<file path="config.mk">
export PLATFORM = sky130hd
export DESIGN_NAME = mem_stage
export DESIGN_NICKNAME = d
export VERILOG_FILES = /design/src/rtl/cpu_bus_pkg.sv /design/src/rtl/mem_load_extract.sv /design/src/rtl/mem_stage.sv
export SDC_FILE = /design/constraint.sdc
export NUM_CORES = 1
export LEC_CHECK = 0
export BUFFER_PORTS_ARGS = -buffer_cell sky130_fd_sc_hd__buf_4
export CAP_MARGIN = 0
export CORE_AREA = 2 2 162 164
export DETAILED_ROUTE_END_ITERATION = 16
export DIE_AREA = 0 0 164 166
export GPL_TIMING_DRIVEN = 0
export PLACE_DENSITY = 0.75
export SLEW_MARGIN = 20
export SYNTH_ARGS = -nofsm -noshare
export SYNTH_HDL_FRONTEND = slang
export SYNTH_SLANG_ARGS = --single-unit
</file>
<file path="constraint.sdc">
create_clock -name clk -period 3.47 [get_ports clk]
set_input_delay 0.8675 -clock clk [delete_from_list [all_inputs] [get_ports clk]]
set_output_delay 0.8675 -clock clk [all_outputs]
set_load 0.005 [all_outputs]
</file>
<file path="src/rtl/cpu_bus_pkg.sv">
// Shared bus widths, field offsets and load-op encodings for the EX/MEM/WB/ID
// pipeline buses of the LoongArch core.
package cpu_bus_pkg;

  localparam int EX2MEM_W = 175;
  localparam int MEM2WB_W = 167;
  localparam int MEM2ID_W = 39;

  // ex_to_mem_bus: {mem_req_issued, load_op[4:0], addr_lo[1:0], base[166:0]}
  localparam int EX2MEM_REQ      = 174;
  localparam int EX2MEM_LOP_LSB  = 169;
  localparam int EX2MEM_ALO_LSB  = 167;
  localparam int EX2MEM_BASE_LSB = 0;

  // mem_to_wb_bus field LSBs (MSB first)
  localparam int WB_RF_WE          = 166;
  localparam int WB_WADDR_LSB      = 161;
  localparam int WB_WDATA_LSB      = 129;
  localparam int WB_PC_LSB         = 97;
  localparam int WB_CSR_RE         = 96;
  localparam int WB_CSR_WE         = 95;
  localparam int WB_CSR_NUM_LSB    = 81;
  localparam int WB_CSR_WMASK_LSB  = 49;
  localparam int WB_CSR_WVALUE_LSB = 17;
  localparam int WB_ERTN           = 16;
  localparam int WB_EXCEP          = 15;
  localparam int WB_ECODE_LSB      = 9;
  localparam int WB_ESUB_LSB       = 0;

  // mem_to_id_bus: {rf_we, rf_waddr, final_wdata, no_fwd}
  localparam int ID_WE        = 38;
  localparam int ID_WADDR_LSB = 33;
  localparam int ID_WDATA_LSB = 1;
  localparam int ID_NOFWD     = 0;

  // load_op bit indices: {ld_b, ld_bu, ld_h, ld_hu, ld_w}
  localparam int LOP_LD_B  = 4;
  localparam int LOP_LD_BU = 3;
  localparam int LOP_LD_H  = 2;
  localparam int LOP_LD_HU = 1;
  localparam int LOP_LD_W  = 0;

  typedef struct packed {
    logic        rf_we;
    logic [4:0]  rf_waddr;
    logic [31:0] rf_wdata;
    logic [31:0] pc;
    logic        csr_re;
    logic        csr_we;
    logic [13:0] csr_num;
    logic [31:0] csr_wmask;
    logic [31:0] csr_wvalue;
    logic        ertn_flush;
    logic        excep_en;
    logic [5:0]  ecode;
    logic [8:0]  esubcode;
  } mem2wb_t;

  typedef enum logic [1:0] {
    EXT_NONE = 2'd0,
    EXT_BYTE = 2'd1,
    EXT_HALF = 2'd2,
    EXT_WORD = 2'd3
  } ext_size_e;

  function automatic ext_size_e lop_size(input logic [4:0] lop);
    if (lop[LOP_LD_B] | lop[LOP_LD_BU]) return EXT_BYTE;
    if (lop[LOP_LD_H] | lop[LOP_LD_HU]) return EXT_HALF;
    if (lop[LOP_LD_W])                  return EXT_WORD;
    return EXT_NONE;
  endfunction

endpackage

</file>
<file path="src/rtl/mem_load_extract.sv">
// Load data extraction: selects the byte/half/word addressed by addr_lo from
// the SRAM response word and sign- or zero-extends it to 32 bits.
module mem_load_extract
  import cpu_bus_pkg::*;
(
  input  logic [31:0] rdata_i,
  input  logic [1:0]  addr_lo_i,
  input  logic [4:0]  load_op_i,
  output logic [31:0] result_o
);

  logic [7:0]  byte_sel;
  logic [15:0] half_sel;
  logic        sign_ext;

  // pick the addressed byte and half-word lanes
  always_comb begin
    byte_sel = rdata_i[7:0];
    case (addr_lo_i)
      2'd0: byte_sel = rdata_i[7:0];
      2'd1: byte_sel = rdata_i[15:8];
      2'd2: byte_sel = rdata_i[23:16];
      2'd3: byte_sel = rdata_i[31:24];
      default: byte_sel = rdata_i[7:0];
    endcase
    half_sel = addr_lo_i[1] ? rdata_i[31:16] : rdata_i[15:0];
    sign_ext = load_op_i[LOP_LD_B] | load_op_i[LOP_LD_H];
  end

  // extend the selected lane according to the load size
  always_comb begin
    result_o = rdata_i;
    case (lop_size(load_op_i))
      EXT_BYTE: result_o = {{24{sign_ext & byte_sel[7]}}, byte_sel};
      EXT_HALF: result_o = {{16{sign_ext & half_sel[15]}}, half_sel};
      default:  result_o = rdata_i;
    endcase
  end

endmodule

</file>
<file path="src/rtl/mem_stage.sv">
// MEM pipeline stage: holds one instruction, waits for its data-SRAM response,
// extracts load data and forwards the result to WB, ID and EX.
// Optional macro MEM_LOAD_FWD_EN: when defined, load data is forwarded to ID in
// the cycle it arrives; otherwise ID sees no_fwd for any load still in MEM.
module mem_stage
  import cpu_bus_pkg::*;
#(
  parameter int DISCARD_W = 2
)
(
  input  logic                clk,
  input  logic                resetn,
  input  logic                ex_to_mem_valid,
  output logic                mem_allowin,
  input  logic [EX2MEM_W-1:0] ex_to_mem_bus,
  input  logic                data_sram_data_ok,
  input  logic [31:0]         data_sram_rdata,
  input  logic                wb_allowin,
  output logic                mem_to_wb_valid,
  output logic [MEM2WB_W-1:0] mem_to_wb_bus,
  output logic [MEM2ID_W-1:0] mem_to_id_bus,
  output logic                mem_to_ex_bus,
  input  logic                wb_flush
);

  localparam logic [DISCARD_W+1:0] DISCARD_MAX = {2'b00, {DISCARD_W{1'b1}}};

  logic                 mem_valid_q, mem_valid_d;
  mem2wb_t              base_q, base_d;
  logic [4:0]           load_op_q, load_op_d;
  logic [1:0]           addr_lo_q, addr_lo_d;
  logic                 mem_wait_q, mem_wait_d;
  logic [31:0]          rdata_q, rdata_d;
  logic [DISCARD_W-1:0] discard_q, discard_d;
  logic [DISCARD_W+1:0] discard_sum;

  logic                 ex_req;
  logic [4:0]           ex_load_op;
  logic [1:0]           ex_addr_lo;
  mem2wb_t              ex_base;

  logic                 data_ok_eff;
  logic                 ready_go;
  logic                 accept;
  logic                 is_load;
  logic                 ld_pending;
  logic                 no_fwd;
  logic                 inc_held, inc_new, dec;
  logic [31:0]          ld_rdata;
  logic [31:0]          ld_value;
  logic [31:0]          final_wdata;
  mem2wb_t              wb_out;

  assign ex_req     = ex_to_mem_bus[EX2MEM_REQ];
  assign ex_load_op = ex_to_mem_bus[EX2MEM_LOP_LSB +: 5];
  assign ex_addr_lo = ex_to_mem_bus[EX2MEM_ALO_LSB +: 2];
  assign ex_base    = ex_to_mem_bus[EX2MEM_BASE_LSB +: MEM2WB_W];

  // A response counts only once every stale response owed to flushed
  // instructions has been swallowed.
  assign data_ok_eff = data_sram_data_ok & (discard_q == '0);
  assign ready_go    = ~mem_wait_q | data_ok_eff;
  // The held instruction is dead during a flush, so the slot is free to take
  // (and immediately drop) whatever EX presents; its request is then counted
  // as stale.
  assign mem_allowin = ~mem_valid_q | (ready_go & wb_allowin) | wb_flush;
  assign accept      = ex_to_mem_valid & mem_allowin;

  assign is_load  = |load_op_q;
  // Live response while still waiting, otherwise the copy captured earlier.
  assign ld_rdata = mem_wait_q ? data_sram_rdata : rdata_q;

  mem_load_extract u_extract (
    .rdata_i   (ld_rdata),
    .addr_lo_i (addr_lo_q),
    .load_op_i (load_op_q),
    .result_o  (ld_value)
  );

  assign final_wdata = is_load ? ld_value : base_q.rf_wdata;

  // next-state for the instruction slot, wait flag and captured load data
  always_comb begin
    mem_valid_d = mem_valid_q;
    base_d      = base_q;
    load_op_d   = load_op_q;
    addr_lo_d   = addr_lo_q;
    mem_wait_d  = mem_wait_q;
    rdata_d     = rdata_q;

    if (mem_allowin) begin
      mem_valid_d = ex_to_mem_valid & ~wb_flush;
    end
    if (accept) begin
      base_d    = ex_base;
      load_op_d = ex_load_op;
      addr_lo_d = ex_addr_lo;
    end
    if (mem_allowin) begin
      mem_wait_d = accept & ex_req & ~wb_flush;
    end else if (data_ok_eff) begin
      mem_wait_d = 1'b0;
    end
    if (mem_wait_q & data_ok_eff & ~mem_allowin) begin
      rdata_d = data_sram_rdata;
    end
  end

  // stale-response bookkeeping: requests orphaned by a flush are counted and
  // their responses swallowed in order
  always_comb begin
    inc_held    = wb_flush & mem_valid_q & mem_wait_q & ~data_ok_eff;
    inc_new     = wb_flush & accept & ex_req;
    dec         = data_sram_data_ok & (discard_q != '0);
    discard_sum = {2'b00, discard_q}
                + (DISCARD_W+2)'(inc_held)
                + (DISCARD_W+2)'(inc_new)
                - (DISCARD_W+2)'(dec);
    if (discard_sum > DISCARD_MAX) begin
      discard_d = DISCARD_MAX[DISCARD_W-1:0];
    end else begin
      discard_d = discard_sum[DISCARD_W-1:0];
    end
  end

  // state registers with synchronous active-low reset
  always_ff @(posedge clk) begin
    if (!resetn) begin
      mem_valid_q <= 1'b0;
      base_q      <= '0;
      load_op_q   <= '0;
      addr_lo_q   <= '0;
      mem_wait_q  <= 1'b0;
      rdata_q     <= '0;
      discard_q   <= '0;
    end else begin
      mem_valid_q <= mem_valid_d;
      base_q      <= base_d;
      load_op_q   <= load_op_d;
      addr_lo_q   <= addr_lo_d;
      mem_wait_q  <= mem_wait_d;
      rdata_q     <= rdata_d;
      discard_q   <= discard_d;
    end
  end

  // more outstanding stale responses than the counter can hold is a design error
  always_ff @(posedge clk) begin
    if (resetn) begin
      assert (discard_sum <= DISCARD_MAX);
    end
  end

  // WB payload: loaded/ALU data, and no register write for an excepting instruction
  always_comb begin
    wb_out          = base_q;
    wb_out.rf_we    = base_q.rf_we & ~base_q.excep_en;
    wb_out.rf_wdata = final_wdata;
  end

`ifdef MEM_LOAD_FWD_EN
  assign ld_pending = is_load & mem_wait_q & ~data_ok_eff;
`else
  assign ld_pending = is_load;
`endif

  assign no_fwd = mem_valid_q & (base_q.csr_re | ld_pending);

  assign mem_to_wb_valid = mem_valid_q & ready_go;
  assign mem_to_wb_bus   = wb_out;
  assign mem_to_id_bus   = {wb_out.rf_we & mem_valid_q, wb_out.rf_waddr, final_wdata, no_fwd};
  assign mem_to_ex_bus   = mem_valid_q & (base_q.excep_en | base_q.ertn_flush);

endmodule

</file>
==> impl_metrics.env <==
export IMPL_crit_path_start_kind="flip-flop"
export IMPL_route_vias_total=10500
export IMPL_setup_viol=49
export IMPL_io_buffers=420
export IMPL_synth_compound_area_share_pct=8.17
export IMPL_path_clk_slew_ps=60
export IMPL_path_class="reg2out"
export IMPL_grt_max_degree=14
export IMPL_ctsHoldBuffers=0
export IMPL_rows=59
export IMPL_required_ps=2600
export IMPL_yosys_warnings=0
export IMPL_syn_area_mm2=0.0112
export IMPL_cts_tree="built"
export IMPL_rsz0062_at_grt="yes"
export IMPL_dp_final_hpwl_mm=28.6
export IMPL_grt_overflow_total=0
export IMPL_drive_gt1_share_pct=44.3
export IMPL_period_share_pct=105
export IMPL_ys_seq_elements=210
export IMPL_die_w_um=164
export IMPL_synth_nets=1559
export IMPL_ir_drop_mv=0.341
export IMPL_fin_ws_ps=-158
export IMPL_synth_seq_area_share_pct=37.6
export IMPL_core_area_mm2=0.0256
export IMPL_synth_top_family_by_area="multiplexers"
export IMPL_cts_buffers=25
export IMPL_crit_path_max_fanout=10
export IMPL_clock_path_buffers=3
export IMPL_fin_tns_setup_ps=-3460
export IMPL_fmax_mhz=276
export IMPL_synth_cell_types=41
export IMPL_synth_main_ff_cell="dfxtp_1"
export IMPL_die_area_mm2=0.0272
export IMPL_drt_vias_per_instance=4.87
export IMPL_ios=422
export IMPL_p_leak_nw=7.93
export IMPL_grt_pass1_vias=10700
export IMPL_drc=0
export IMPL_maxSlewViolCount=0
export IMPL_die_y_um=166
export IMPL_fillerInstances=2151
export IMPL_first_pass_iters=6
export IMPL_grt_pass1_wl_mm=56.9
export IMPL_place_congestion=0.945
export IMPL_status="finished with violations"
export IMPL_clk_latency_ps=530
export IMPL_worst_slew_pin_slew_ps=831
export IMPL_antenna_left=0
export IMPL_synthArstFlopShare_pct=0
export IMPL_clock_root_buffer="clkbuf_16"
export IMPL_fin_nets=2021
export IMPL_hp_class="reg2reg"
export IMPL_end_kind="output port"
export IMPL_synth_simple_area_share_pct=17.2
export IMPL_grtUsageTotal_pct=26.6
export IMPL_area_delta_synth_final_pct=48.8
export IMPL_synthAdderAreaFrac_pct=0.806
export IMPL_post_route_min_period_ps=3630
export IMPL_hold_ws_ps=456
export IMPL_fin_skew_ps=17.2
export IMPL_rr_worst_depth=11
export IMPL_relSlewSlack_pct=44.6
export IMPL_powerDensity_mw_per_mm2=454
export IMPL_wl_per_cell_um=17.4
export IMPL_arrival_ps=2760
export IMPL_hold_depth=2
export IMPL_drt_wl_total_mm=37.6
export IMPL_synth_edff_count=0
export IMPL_violations="setup timing"
export IMPL_grt_antenna_before_repair=2
export IMPL_syn_inst=1340
export IMPL_maxCapViolCount=0
export IMPL_cts_sinks=210
export IMPL_syn_avg_cell_area_um2=8.34
export IMPL_hold_viol=0
export IMPL_htreeDepth=1
export IMPL_synth_xor_xnor_area_share_pct=0
export IMPL_muxShareOfSynthArea_pct=20.4
export IMPL_drt_iter0_drc=440
export IMPL_start_util_pct=43.6
cell type report:
type                       instances  area, µm²  area share [%]
multi-input combinational        850       5870            35.3
sequential                       210       4210            25.3
timing repair buffer             448       3500            21.0
buffer                           255       1740            10.5
clock buffer                      33        686            4.12
tap                              335        419            2.52
clock inverter                    13        161           0.970
inverter                          12       48.8           0.293
antenna                            2       5.00          0.0301
registers in the layout (all words and copies together) (netlist names), 2 cells and up:
signal,flops
mem_to_wb_bus,129
base_q,33
load_op_q,5
addr_lo_q,2
discard_q,2
mem_to_id_bus,5
rdata_q,32
report_power, final:
group / switching [W] / internal, W / leakage (nW)
registers: 0.0000902 / 0.00256 / 1.73
clock network: 0.00109 / 0.00162 / 0.409
logic: 0.00100 / 0.00120 / 5.80
total: 0.00218 / 0.00538 / 7.93
layout by cell type (no fill, tap or decap), types with 4 or more instances in the layout:
| cell | Yosys | routed |
|---|---|---|
| buf_4 | 179 | 580 |
| nand2_1 | 447 | 445 |
| dfxtp_1 | 210 | 207 |
| mux2i_1 | 176 | 175 |
| clkbuf_1 | 65 | 56 |
| buf_6 | 3 | 45 |
| a21boi_0 | 34 | 34 |
| mux2_2 | 30 | 30 |
| clkbuf_16 | 0 | 25 |
| nor2_1 | 27 | 24 |
| buf_2 | 21 | 17 |
| a31oi_4 | 1 | 16 |
| a21o_1 | 15 | 15 |
| o21ai_2 | 0 | 13 |
| o21ai_4 | 0 | 11 |
| inv_1 | 12 | 10 |
| o21ai_0 | 37 | 9 |
| mux4_2 | 8 | 8 |
| o211ai_1 | 7 | 7 |
| o31ai_4 | 0 | 6 |
| o21ai_1 | 1 | 5 |
| nor2b_1 | 4 | 4 |
| clkbuf_2 | 0 | 4 |
| clkinvlp_4 | 0 | 4 |
| clkbuf_8 | 0 | 4 |
| clkinv_2 | 0 | 4 |
critical path, stage by stage, from the launching register on:
cell and delay, ps:
dfxtp_2 320, or3_4 400, nand2_4 100, ha_4 220, buf_4 140, clkinvlp_4 140
clkbuf_4 210, nor2_1 70, o31ai_1 360, buf_4 180, buf_4 100
through the flow:
step	utilization [%]	cell area, µm²	std cells	setup WS, ps	power, W
final	65.0	16600	2158	-158	0.00756
after global routing	65.0	16600	2158	-250	0.00788
after CTS	63.2	16200	2145	-144	0.00739
after detailed placement	57.6	14800	2095	-160	0.00447
after global placement	57.6	14800	2095	-157	0.00443
after floorplan	-	11200	1340	332	0.00361
logic make-up after synthesis:
kind of cell / count (synthesis)
adders and majority gates: 6
DFF: 210
and+or+nand+nor: 495
muxes: 214
AOI/OAI and AO/OA: 135
buffers and inverters: 280
synth_stat cells, drive strengths merged, types with 4 or more instances:
library cell  number  area [µm²]
o31ai              7        52.6
a31oi             19         134
a21oi              5        25.0
nor2b              4        25.0
a21boi            34         255
o21ai             38         190
inv               12        45.0
mux2              30         338
mux2i            176        1760
a21o              15         113
nand2            447        1680
nand3              4        20.0
clkbuf            65         244
buf              203        1480
nor2              27         101
ha                 4        50.1
mux4               8         180
o211ai             7        52.6
dfxtp            210        4200
layer usage:
layer	vias up	routed length, µm	GRT usage [%]
li1	5134	-	-
met4	0	1870	13.2
met5	-	0	0
met1	4895	13600	28.4
met3	95	3160	7.29
met2	393	19000	47.7
timing repair:
| action | CTS | global route |
|---|---|---|
| gates resized for setup | 139 | 88 |
| hold endpoints to repair | 0 | 0 |
| endpoints found under the setup margin | 64 | 64 |
| buffers inserted | 15 | 12 |
| cloned | 1 | 0 |
| pin swaps | 33 | 26 |
path summary, 6_finish.rpt:
path	startpoint	slack, ps	endpoint
worst min-delay path	mem_to_wb_bus[43]	460	mem_to_wb_bus[43]
worst max-delay path	load_op_q[1]	-160	mem_to_wb_bus[146]
worst max register to register	mem_wait_q	1080	discard_q[1]
worst min register to register	mem_to_wb_bus[43]	460	mem_to_wb_bus[43]
Note: power is estimated with default switching activity, not from simulation.
